$ cat src/rtl/tm1638_pkg.sv
// Shared constants, encodings and command-selection helper for the TM1638 scan controller.
package tm1638_pkg;

    localparam logic [7:0] CMD_MODE_WR  = 8'h40;
    localparam logic [7:0] CMD_MODE_RD  = 8'h42;
    localparam logic [7:0] CMD_ADDR0    = 8'hC0;
    localparam logic [7:0] CMD_CTRL_ON  = 8'h88;
    localparam logic [7:0] CMD_CTRL_OFF = 8'h80;

    localparam int DISP_BYTES = 16;
    localparam int KEY_BYTES  = 4;

    typedef enum logic [1:0] {
        S_MODE = 2'd0,
        S_DISP = 2'd1,
        S_CTRL = 2'd2,
        S_KEYS = 2'd3
    } step_e;

    typedef enum logic [2:0] {
        ST_IDLE   = 3'd0,
        ST_ISSUE  = 3'd1,
        ST_WAIT   = 3'd2,
        ST_SETTLE = 3'd3,
        ST_GAP    = 3'd4
    } state_e;

    typedef struct packed {
        logic [7:0] cmd;
        logic       r_nw;
        logic [4:0] cnt;
    } cmd_t;

    // Command byte, direction and data-byte count for one step of the frame.
    function automatic cmd_t cmd_for(input step_e step, input logic disp_on, input logic [2:0] bri);
        cmd_t c;
        c.cmd  = CMD_MODE_WR;
        c.r_nw = 1'b0;
        c.cnt  = 5'd0;
        case (step)
            S_MODE: begin
                c.cmd = CMD_MODE_WR;
            end
            S_DISP: begin
                c.cmd = CMD_ADDR0;
                c.cnt = 5'(DISP_BYTES);
            end
            S_CTRL: begin
                c.cmd = disp_on ? (CMD_CTRL_ON | {5'd0, bri}) : CMD_CTRL_OFF;
            end
            S_KEYS: begin
                c.cmd  = CMD_MODE_RD;
                c.r_nw = 1'b1;
                c.cnt  = 5'(KEY_BYTES);
            end
            default: begin
                c.cmd = CMD_MODE_WR;
            end
        endcase
        return c;
    endfunction

endpackage

$ cat src/rtl/tm1638_disp_ram.sv
// 16x8 display RAM: synchronous write, asynchronous read (a same-cycle read sees the old byte).
module tm1638_disp_ram
    import tm1638_pkg::*;
(
    input  logic       mclk,
    input  logic       we_i,
    input  logic [3:0] waddr_i,
    input  logic [7:0] wdata_i,
    input  logic [3:0] raddr_i,
    output logic [7:0] rdata_o
);

    logic [7:0] mem_q [DISP_BYTES];

    // Host write port; contents are left to configuration-time initialisation.
    always_ff @(posedge mclk) begin
        if (we_i) begin
            mem_q[waddr_i] <= wdata_i;
        end
    end

    assign rdata_o = mem_q[raddr_i];

endmodule

$ cat src/rtl/tm1638_scan_controller.sv
// Frame sequencer for a TM1638: mode, display data, control and key-scan commands,
// handed to an external byte transceiver, with a refresh gap between frames.
module tm1638_scan_controller
    import tm1638_pkg::*;
#(
    parameter int REFRESH_CYCLES = 100000
)
(
    input  logic        mclk,
    input  logic        rst,
    input  logic        enable_i,
    input  logic        ram_we_i,
    input  logic [3:0]  ram_waddr_i,
    input  logic [7:0]  ram_wdata_i,
    input  logic        display_on_i,
    input  logic [2:0]  brightness_i,
    output logic [31:0] keys_o,
    output logic        keys_valid_o,
    output logic        busy_o,
    output logic        com_start_o,
    input  logic        com_stop_i,
    output logic        r_nw_o,
    output logic [4:0]  data_cnt_o,
    input  logic        cmd_request_i,
    input  logic [4:0]  data_addr_i,
    output logic [7:0]  wdata_o,
    input  logic [7:0]  rdata_i,
    input  logic        rdata_valid_i
);

    localparam int GAP_W = $clog2(REFRESH_CYCLES + 1);

    state_e           state_q;
    step_e            step_q;
    logic [GAP_W-1:0] gap_q;
    logic [7:0]       cmd_q;
    logic             r_nw_q;
    logic [4:0]       data_cnt_q;
    logic             com_start_q;
    logic             busy_q;
    logic             keys_valid_q;
    logic [31:0]      keys_q;
    logic [31:0]      key_buf_q;
    logic             rdv_prev_q;

    step_e            issue_step_d;
    cmd_t             issue_cmd_d;
    logic             key_edge_d;
    logic [7:0]       ram_rdata_s;
    logic             unused_s;

    tm1638_disp_ram u_disp_ram (
        .mclk    (mclk),
        .we_i    (ram_we_i),
        .waddr_i (ram_waddr_i),
        .wdata_i (ram_wdata_i),
        .raddr_i (data_addr_i[3:0]),
        .rdata_o (ram_rdata_s)
    );

    assign unused_s = data_addr_i[4];

    // Next command to issue and key-byte capture strobe.
    always_comb begin
        issue_step_d = step_q;
        if (state_q == ST_SETTLE) begin
            issue_step_d = step_e'(step_q + 2'd1);
        end else begin
            issue_step_d = step_q;
        end
        issue_cmd_d = cmd_for(issue_step_d, display_on_i, brightness_i);
        key_edge_d  = rdata_valid_i && !rdv_prev_q && (step_q == S_KEYS) && busy_q;
    end

    // Frame FSM with all transceiver-facing and status outputs registered.
    always_ff @(posedge mclk) begin
        if (rst) begin
            state_q      <= ST_IDLE;
            step_q       <= S_MODE;
            gap_q        <= '0;
            cmd_q        <= 8'h00;
            r_nw_q       <= 1'b0;
            data_cnt_q   <= 5'd0;
            com_start_q  <= 1'b0;
            busy_q       <= 1'b0;
            keys_valid_q <= 1'b0;
            keys_q       <= 32'h0000_0000;
            key_buf_q    <= 32'h0000_0000;
            rdv_prev_q   <= 1'b0;
        end else begin
            com_start_q  <= 1'b0;
            keys_valid_q <= 1'b0;
            rdv_prev_q   <= rdata_valid_i;
            if (key_edge_d) begin
                key_buf_q[{data_addr_i[1:0], 3'b000} +: 8] <= rdata_i;
            end
            case (state_q)
                ST_IDLE: begin
                    if (enable_i && (gap_q == '0)) begin
                        state_q     <= ST_ISSUE;
                        step_q      <= issue_step_d;
                        cmd_q       <= issue_cmd_d.cmd;
                        r_nw_q      <= issue_cmd_d.r_nw;
                        data_cnt_q  <= issue_cmd_d.cnt;
                        com_start_q <= 1'b1;
                        busy_q      <= 1'b1;
                    end
                end
                ST_ISSUE: begin
                    state_q <= ST_WAIT;
                end
                ST_WAIT: begin
                    if (com_stop_i) begin
                        state_q <= ST_SETTLE;
                        if (step_q == S_KEYS) begin
                            keys_q       <= key_buf_q;
                            keys_valid_q <= 1'b1;
                        end
                    end
                end
                ST_SETTLE: begin
                    // The transceiver must drop com_stop before the next command may start.
                    if (!com_stop_i) begin
                        if (step_q == S_KEYS) begin
                            state_q    <= ST_GAP;
                            step_q     <= S_MODE;
                            gap_q      <= GAP_W'(REFRESH_CYCLES);
                            busy_q     <= 1'b0;
                            r_nw_q     <= 1'b0;
                            data_cnt_q <= 5'd0;
                        end else begin
                            state_q     <= ST_ISSUE;
                            step_q      <= issue_step_d;
                            cmd_q       <= issue_cmd_d.cmd;
                            r_nw_q      <= issue_cmd_d.r_nw;
                            data_cnt_q  <= issue_cmd_d.cnt;
                            com_start_q <= 1'b1;
                        end
                    end
                end
                ST_GAP: begin
                    // GAP spans REFRESH_CYCLES cycles; IDLE then takes one decision cycle.
                    if (gap_q > GAP_W'(1)) begin
                        gap_q <= gap_q - GAP_W'(1);
                    end else begin
                        gap_q   <= '0;
                        state_q <= ST_IDLE;
                    end
                end
                default: begin
                    state_q <= ST_IDLE;
                    busy_q  <= 1'b0;
                end
            endcase
        end
    end

    // Byte presented to the transceiver: command, display data, or zero during reads.
    always_comb begin
        wdata_o = 8'h00;
        if (cmd_request_i) begin
            wdata_o = cmd_q;
        end else if (!r_nw_q) begin
            wdata_o = ram_rdata_s;
        end else begin
            wdata_o = 8'h00;
        end
    end

    assign keys_o       = keys_q;
    assign keys_valid_o = keys_valid_q;
    assign busy_o       = busy_q;
    assign com_start_o  = com_start_q;
    assign r_nw_o       = r_nw_q;
    assign data_cnt_o   = data_cnt_q;

endmodule

$ cat config.mk
export PLATFORM = sky130hd
export DESIGN_NAME = tm1638_scan_controller
export DESIGN_NICKNAME = d
export VERILOG_FILES = /design/src/rtl/tm1638_pkg.sv /design/src/rtl/tm1638_disp_ram.sv /design/src/rtl/tm1638_scan_controller.sv
export SDC_FILE = /design/constraint.sdc
export NUM_CORES = 1
export LEC_CHECK = 0
export ABC_AREA = 1
export CAP_MARGIN = 20
export CORE_ASPECT_RATIO = 1.75
export CORE_MARGIN = 2
export CORE_UTILIZATION = 40
export CTS_CLUSTER_DIAMETER = 40
export CTS_CLUSTER_SIZE = 30
export DETAILED_ROUTE_END_ITERATION = 8
export PLACE_DENSITY = 0.62
export SLEW_MARGIN = 20
export SYNTH_ARGS = -nofsm -noshare
export SYNTH_HDL_FRONTEND = slang
export SYNTH_SLANG_ARGS = --single-unit
$ cat constraint.sdc
create_clock -name mclk -period 3.07 [get_ports mclk]
set_input_delay 0.921 -clock mclk [delete_from_list [all_inputs] [get_ports mclk]]
set_output_delay 0.921 -clock mclk [all_outputs]
set_load 0.05 [all_outputs]
# After elaboration in Yosys (flattened, before gate mapping)
# Memories as Yosys holds them, arrays and structs flattened.
# Index checks and enable logic that the tools add are counted.
# word_totals
ram_bits,128
register_bits,104
elab_cells,99
memories,1
input_bits,36
# classes
muxes,45
bitwise,3
add_sub_neg,3
n_shift,2
n_eq_ne,14
n_reduce_logical,18
order_cmp,1
# memory_table
memory,depth,width,rd,rd_ports_with_merged_regs,wr,line_no,text
u_disp_ram.mem_q,16,8,1,0,1,tm1638_disp_ram.sv:13,logic [7:0] mem_q [DISP_BYTES];
# ops
operator,count
17-bit two-way mux,3
8-bit two-way mux,5
17-bit case mux with 2 select lines,1
32-bit bitwise mux,1
8-bit case mux with 4 select lines,1
8-bit by 7-bit variable shift with 32-bit output (first input constant),1
8-bit by 7-bit variable part select with 32-bit output,1
5-bit case mux with 2 select lines,2
17-bit by 1-bit > comparator with 1-bit output (second input constant),1
17-bit zero test,1
17-bit by 1-bit subtractor with 17-bit output (second input constant),1
8-bit case mux with 2 select lines,1
3-bit two-way mux,5
5-bit two-way mux,3
3-bit case mux with 5 select lines,1
1-bit two-way mux,13
4-bit AND reduction,3
2-bit inequality test (second input constant),5
3-bit AND reduction,3
2-bit two-way mux,4
5-bit negator with 7-bit output,1
2-bit equality test (second input constant),3
3-bit by 2-bit equality test with 1-bit output (second input constant),2
3-bit OR reduction,2
15 further kinds,22

# Longest topological paths before layout
# Gate-level depths: netlist of run 1.
# depth
depth_word,7
ltp_mapped,12
depth_no_buf,12

# By module
# Synthesis of run 1 repeated with hierarchy kept, for this count alone.
# hier_totals
hier_cells,1149
area_unflattened_um2,10040.9
# modules_own_cells
module,cells_per_inst,n_inst,area_each_um2
tm1638_disp_ram,544,1,5610.4
tm1638_scan_controller,605,1,4430.5

# Worst setup path before layout of run 1
# OpenSTA, ideal clock, no wires.
# synth_path
path_type,input to output
startpoint,in data_addr_i[1]
endpoint,out wdata_o[5]
stages,6
required_time_ns,2.149
setup_slack_ns,-0.289
t_arrival_ns,2.438
path_cell_list,inv_1 -> clkbuf_1 -> o21ai_0 -> o211ai_1 -> o211ai_1 -> a21oi_1
# synth_via
elab_chain_cells,3
# synth_rtl
element,line_no,text
from (decl),tm1638_scan_controller.sv:25,"input logic [4:0] data_addr_i,"
memory read 16 x 8 bit,n/a,
8-bit two-way mux,tm1638_scan_controller.sv:163,end else if (!r_nw_q) begin
8-bit two-way mux,tm1638_scan_controller.sv:161,if (cmd_request_i) begin
to (decl),tm1638_scan_controller.sv:26,"output logic [7:0] wdata_o,"
# No other way between the ends.

# Worst setup path in the final report of run 1
# layout_path
startpoint,in data_addr_i[0]
endpoint,out wdata_o[2]
# The elaborated chain is that of the path after synthesis.

==> results by group, run 1 <==
Placed design
  • HPWL after detailed placement: 15950 µm
  • Worst-case setup slack after placement: -0.6078 ns
  • Post-place instance area: 0.01102 mm²
  • Final weighted congestion in routability-driven placement: 0.8653
  • Count of buffers from port buffering: 80

Synth
  • Sequential element share of the synthesized area: 0.6132
  • Mean area per synthesized cell: 9.741 µm²
  • Count of distinct cell types in the synthesized netlist: 37
  • Commonest register cell after synthesis: edfxtp_1
  • Asr flop ratio synth: 0
  • Flop and latch count out of synthesis: 226
  • Synthesized netlist cell count: 972
  • Summed instance area of the synthesized netlist: 0.009468 mm²
  • Number of warnings issued by yosys: 0
  • Number of flops mapped to enable cells by yosys: 128

Power
  • Net Sw Power: 1.866 mW
  • Relative contribution of sequential cells to total power: 0.494
  • Maximum VDD drop: 0.3016 mV
  • Clock share of power: 0.359
  • Internal Pwr Total: 4.869 mW
  • Power per cell area: 561.1 mW/mm²
  • Part of the total power dissipated in combinational logic: 0.148
  • Proportion of total power due to net switching: 0.2771
  • Static leakage power: 4.298 nW
  • Power, Total: 6.736 mW

Worst setup path
  • Worst Setup End Kind: output port
  • Required time worst endpoint: 2.15 ns
  • Type of the setup path with the least slack: input pin to output port
  • Critical path launch point type: input pin
  • CP max FO: 9
  • Data arrival time of the critical path: 2.23 ns

Cells and area
  • Layout cells sized above 1: 0.1483
  • Antenna diode instance count: 0
  • Commonest non-fill, non-tap cell in the layout: nor2_1
  • Footprint of the multi-input gates: 0.003268 mm²
  • Fillers: 2139
  • Area growth from synthesis to layout: 26.79%
  • Post-route cell area: 0.01200 mm²
  • Top library cells by usage in the layout, fill and taps aside: 134 x nor2_1, 128 x edfxtp_1, 102 x o21ai_0
  • Layout net count: 1136
  • Register area: 0.005806 mm²

Clock tree
  • Clock Latency Late Sink: 0.51 ns
  • CTS tree: done
  • Sinks on Clock Net: 226
  • Number of buffers created by CTS: 18
  • Clk slew on worst S/H paths: 0.08 ns
  • Cts hold-fix bufs: 0
  • Clk buf depth: 3
  • H-tree depth: 1
  • Buffer cell driving the clock tree root: clkbuf_16

Global routing
  • Largest net degree at the start of global routing: 37
  • Met3 global-route usage: 0.02170
  • Total congestion overflow after global routing: 0
  • First-pass GRT wire length: 36270 µm
  • Overall routing resource usage: 0.1833
  • M2 GR Usage: 0.3499
  • Most heavily used metal layer in global routing: met2
  • Via count of the first global-routing pass: 6980
  • GR met1 Demand/Resource: 0.1959
  • Number of antenna violations at the first check in global routing: 0

STA
  • Final number of hold-violating endpoints: 0
  • Accumulated negative setup slack: -0.3600 ns
  • Worst-Margin Slew: 0.6918 ns
  • Setup Viol. Count Final: 8
  • Highest attainable clock frequency: 316.9 MHz
  • Final worst setup slack: -0.08532 ns
  • Unrepaired setup endpoints after global routing: yes
  • Worst setup skew after layout: 0.009830 ns
  • Final period demand of the worst path: 3.155 ns
  • Tcrit/Tclk final: 1.028
  • Max transition margin: 0.5373
  • Final count of pins violating max slew: 0

Drt
  • Vias post-DR: 7188
  • Wire length per cell after detailed routing: 16.59 µm
  • Detailed-route wire length: 23280 µm
  • 1st-pass router iterations: 6
  • Antenna Nets Post-Route: 0
  • Via-to-Cell Ratio: 5.123
  • # DRC: 0
  • DRC violation total after the first TritonRoute iteration: 415

Floorplanning
  • Initial Util: 0.4058
  • Number of top-level design ports: 85
  • Die Y-Extent: 207.5 µm
  • Core Region: 0.02333 mm²
  • Placement row count: 74
  • Die Outline Area: 0.02497 mm²
  • Floorplan die width: 120.3 µm

Run status
  • Violated checks: negative setup slack
  • Status: complete, but fails checks

Flow run
  • Number of max-capacitance violations reported: 0

Min path
  • Hold Crit Class: flip-flop to flip-flop
[Yosys cell counts (2+ instances only)]
library cell / instances / area share
o21ai_0: 116 / 0.061
inv_2: 4 / 0.0016
o22ai_1: 2 / 0.0013
nand3_2: 2 / 0.0021
nand3_1: 50 / 0.026
inv_1: 70 / 0.028
o211ai_1: 16 / 0.013
buf_4: 5 / 0.0040
nor2_1: 140 / 0.056
edfxtp_1: 128 / 0.41
xnor2_1: 4 / 0.0037
nand2_1: 113 / 0.045
nand3b_1: 2 / 0.0016
dfxtp_1: 98 / 0.21
nor2_2: 4 / 0.0026
nand4_1: 11 / 0.0073
buf_6: 2 / 0.0024
xor2_1: 6 / 0.0056
o221ai_1: 16 / 0.015
or3_1: 14 / 0.0093
clkbuf_1: 25 / 0.0099
a21oi_1: 89 / 0.047
buf_2: 20 / 0.011
ha_1: 13 / 0.017
nor3_2: 2 / 0.0021
nand2_2: 5 / 0.0033
nor3_1: 5 / 0.0026
[worst max-delay path: stages]
cell and delay [ns]:
buf_12 0.12, clkinv_4 0.06, buf_12 0.15, buf_8 0.14
nor2_1 0.04, o211ai_1 0.17, nand3_1 0.19, nand2_1 0.13
nand2_1 0.07, nand2_2 0.10, buf_12 0.14
[kinds of logic (layout without fill, tap and decap cells)]
group	count (synthesis)	in the layout	share of synthesized area
and+or+nand+nor	353	353	0.1627
buffers and inverters	127	252	0.05656
DFF	226	226	0.6132
AOI/OAI and AO/OA	242	242	0.1407
other	1	3	0.0003961
adders and majority gates	13	13	0.01718
xor gates and xnor gates	10	10	0.009250
[metrics by stage]
stage          hold slack, ns  cells    util
6_report               0.4443   1403  0.5145
5_1_grt                0.4665   1403  0.5145
3_5_place_dp           0.4353   1359  0.4723
3_3_place_gp           0.4331   1359  0.4723
4_1_cts                0.4486   1399  0.5091
2_1_floorplan          0.4368    974       -
[area by class of cell]
type	instances	share of cell area
Sequential cell	226	0.4836
Inverter	74	0.02376
Clock buffer	19	0.03961
Tap cell	304	0.03169
Multi-Input combinational cell	621	0.2723
Clock inverter	13	0.01157
Timing Repair Buffer	146	0.1375
[registers in the layout, indices dropped and copies added (netlist names), named ones only]
| signal | cells |
|---|---|
| cmd_q | 6 |
| gap_q | 17 |
| keys_valid_o | 1 |
| keys_o | 32 |
| u_disp_ram.mem_q | 128 |
| data_cnt_o | 2 |
| rdv_prev_q | 1 |
| step_q | 1 |
| com_start_o | 1 |
| busy_o | 1 |
| state_q | 3 |
| key_buf_q | 32 |
[final timing paths]
path	start	to	slack (ns)	cells past startpoint
max	data_addr_i[0]	wdata_o[2]	-0.09	11
min reg2reg	keys_o[24]	keys_o[24]	0.44	2
min	keys_o[24]	keys_o[24]	0.44	2
max reg2reg	flip-flop	cmd_q[0]	1.09	8
[power by group through the flow]
stage               Sequential [mW]  Combinational [mW]  Clock, mW
finish                         3.32               0.995       2.42
global route                   3.33                1.08       2.57
CTS                            3.32               0.978       2.47
detailed placement             3.39               0.927          0
global placement               3.39               0.918          0
floorplan                      3.44               0.483          0
[layer usage]
layer,up-vias,part of all wire
met5,-,0
met4,0,0.044
met3,61,0.038
met2,194,0.55
met1,3345,0.37
li1,3588,-
[repair_timing]
action                                  4_1_cts  5_1_grt
resized for setup                            48       29
endpoints found under the setup margin        8        8
buffers inserted                              4        3
pin swaps                                    23       26
cloned                                        4        2
(Power assumes the default switching activity.)
==> inputs of run 2 (changes only) <==
--- a/config.mk
+++ b/config.mk
@@ -10,6 +10,7 @@
 export CORE_ASPECT_RATIO = 1.75
 export CORE_MARGIN = 2
 export CORE_UTILIZATION = 40
+export CTS_BUF_LIST = sky130_fd_sc_hd__clkbuf_8
 export CTS_CLUSTER_DIAMETER = 40
 export CTS_CLUSTER_SIZE = 30
 export DETAILED_ROUTE_END_ITERATION = 8
==> run 2 against run 1 <==
Against the previous run: the run still ends with negative setup slack left; utilization shrank 0.58 points; non-clock buffer count unchanged; routed wire length up 0.83%; largest cell class unchanged.
==> results by group, run 2 (synthesis results as in run 1) <==
Run status
  • Status: complete, but fails checks
  • Violated checks: negative setup slack

STA
  • Final count of pins violating max slew: 0
  • Setup Viol. Count Final: 5
  • Final worst setup slack: -0.1223 ns
  • Tcrit/Tclk final: 1.040
  • Worst hold-check slack: 0.4498 ns
  • Final number of hold-violating endpoints: 0
  • Worst setup skew after layout: 0.01406 ns
  • Final period demand of the worst path: 3.192 ns
  • Max transition margin: 0.5059
  • Unrepaired setup endpoints after global routing: yes
  • Worst-Margin Slew: 0.7389 ns
  • Highest attainable clock frequency: 313.3 MHz

Placed design
  • Worst-case setup slack after placement: -0.6078 ns
  • Count of buffers from port buffering: 80
  • Final weighted congestion in routability-driven placement: 0.8653
  • HPWL after detailed placement: 15950 µm

Floorplanning
  • Placement row count: 74
  • Die Outline Area: 0.02497 mm²
  • Floorplan die width: 120.3 µm
  • Initial Util: 0.4058
  • Die Y-Extent: 207.5 µm
  • Number of top-level design ports: 85
  • Core Region: 0.02333 mm²

Drt
  • Vias post-DR: 7145
  • DRC violation total after the first TritonRoute iteration: 448
  • Detailed-route wire length: 23470 µm
  • Wire length on met3: 884 µm
  • 1st-pass router iterations: 5
  • # DRC: 0
  • Met1 wire length: 8805 µm
  • Antenna Nets Post-Route: 0
  • Highest routed metal layer: met4
  • Sum of met2 wire segment lengths after detailed routing: 12960 µm
  • Via-to-Cell Ratio: 5.093
  • Wire length per cell after detailed routing: 16.73 µm

Worst setup path
  • Type of the setup path with the least slack: input pin to output port
  • End of the worst register-to-register path: cmd_q[0]
  • Setup crit start: data_addr_i[0]
  • Worst Setup End Kind: output port
  • Data arrival time of the critical path: 2.27 ns
  • Reg2Reg Depth: 8
  • Worst setup path endpoint: wdata_o[5]
  • Required time worst endpoint: 2.15 ns
  • Critical path launch point type: input pin
  • CP max FO: 6
  • Register-to-register path setup slack: 1.08 ns

Clock tree
  • Clk slew on worst S/H paths: 0.12 ns
  • H-tree depth: 1
  • Cts hold-fix bufs: 0
  • CTS tree: done
  • Clk buf depth: 3
  • Buffer cell driving the clock tree root: clkbuf_8
  • Clock Latency Late Sink: 0.54 ns
  • Sinks on Clock Net: 226
  • Number of buffers created by CTS: 18

Global routing
  • First-pass GRT wire length: 36230 µm
  • Total congestion overflow after global routing: 0
  • Number of antenna violations at the first check in global routing: 0
  • Overall routing resource usage: 0.1840
  • Via count of the first global-routing pass: 6975
  • Largest net degree at the start of global routing: 37

Cells and area
  • Area growth from synthesis to layout: 25.36%
  • Layout cells sized above 1: 0.1483
  • Register ranked first by flip-flop count: u_disp_ram.mem_q
  • Number of flip-flops under the largest register name: 128
  • Commonest non-fill, non-tap cell in the layout: nor2_1
  • Antenna diode instance count: 0
  • Top library cells by usage in the layout, fill and taps aside: 136 x nor2_1, 128 x edfxtp_1, 105 x nand2_1
  • Layout net count: 1136
  • Core Util, Final: 0.5087

Flow run
  • Number of max-capacitance violations reported: 0

Power
  • Power per cell area: 517.0 mW/mm²
  • Maximum VDD drop: 0.3038 mV
  • Power, Total: 6.136 mW
  • Static leakage power: 4.234 nW

Min path
  • Hold Crit Class: flip-flop to flip-flop
-- run 2: worst min path at each step --
stage	start	to	slack, ns	cells past startpoint
after floorplan	key_buf_q[26]	key_buf_q[26]	0.44	2
after global placement	keys_o[20]	keys_o[20]	0.43	2
after detailed placement	keys_o[20]	keys_o[20]	0.44	2
after CTS	keys_o[20]	keys_o[20]	0.45	2
after global routing	keys_o[7]	keys_o[7]	0.47	2
final	keys_o[24]	keys_o[24]	0.45	2
-- run 2: report_power, final --
group | internal, mW | switching [mW] | total, mW | leakage (nW)
registers | 3.28 | 0.0508 | 3.33 | 1.95
clock network | 0.674 | 1.13 | 1.80 | 0.205
logic | 0.390 | 0.616 | 1.01 | 2.08
total | 4.34 | 1.80 | 6.14 | 4.23
-- run 2: repair_timing --
| action | in CTS | in global routing |
|---|---|---|
| setup buffers | 2 | 0 |
| setup endpoints to repair | 8 | 8 |
| gates cloned | 7 | 3 |
| pin swaps | 25 | 30 |
| gates resized for setup | 66 | 25 |
-- run 2: worst max-delay path: stages --
cell	delay, ns
buf_12	0.12
clkinv_8	0.09
buf_12	0.16
buf_12	0.13
o21ai_2	0.15
o22ai_1	0.12
o211ai_1	0.30
a21oi_4	0.11
buf_12	0.16
-- run 2: metrics by stage --
stage	TNS, ns	instances	cell area (µm²)
after floorplan	0	974	9498
after global placement	-5.434	1359	11020
after detailed placement	-5.650	1359	11020
after CTS	-0.2662	1400	11770
after global routing	-0.7738	1403	11870
final	-0.2478	1403	11870
-- run 2: area by class of cell --
class	count	area, µm²
Clock inverter	13	138.9
Clock buffer	19	261.5
Timing Repair Buffer	146	1719
Sequential cell	226	5806
Fill cell	2143	11460
Multi-Input combinational cell	621	3271
Tap cell	304	380.4
Inverter	74	292.8
-- run 2: per-layer routing --
| metal | vias up | global-route usage |
|---|---|---|
| met5 | - | 0 |
| met4 | 0 | 0.07779 |
| met3 | 47 | 0.02445 |
| met2 | 164 | 0.3529 |
| met1 | 3350 | 0.1975 |
| li1 | 3584 | - |
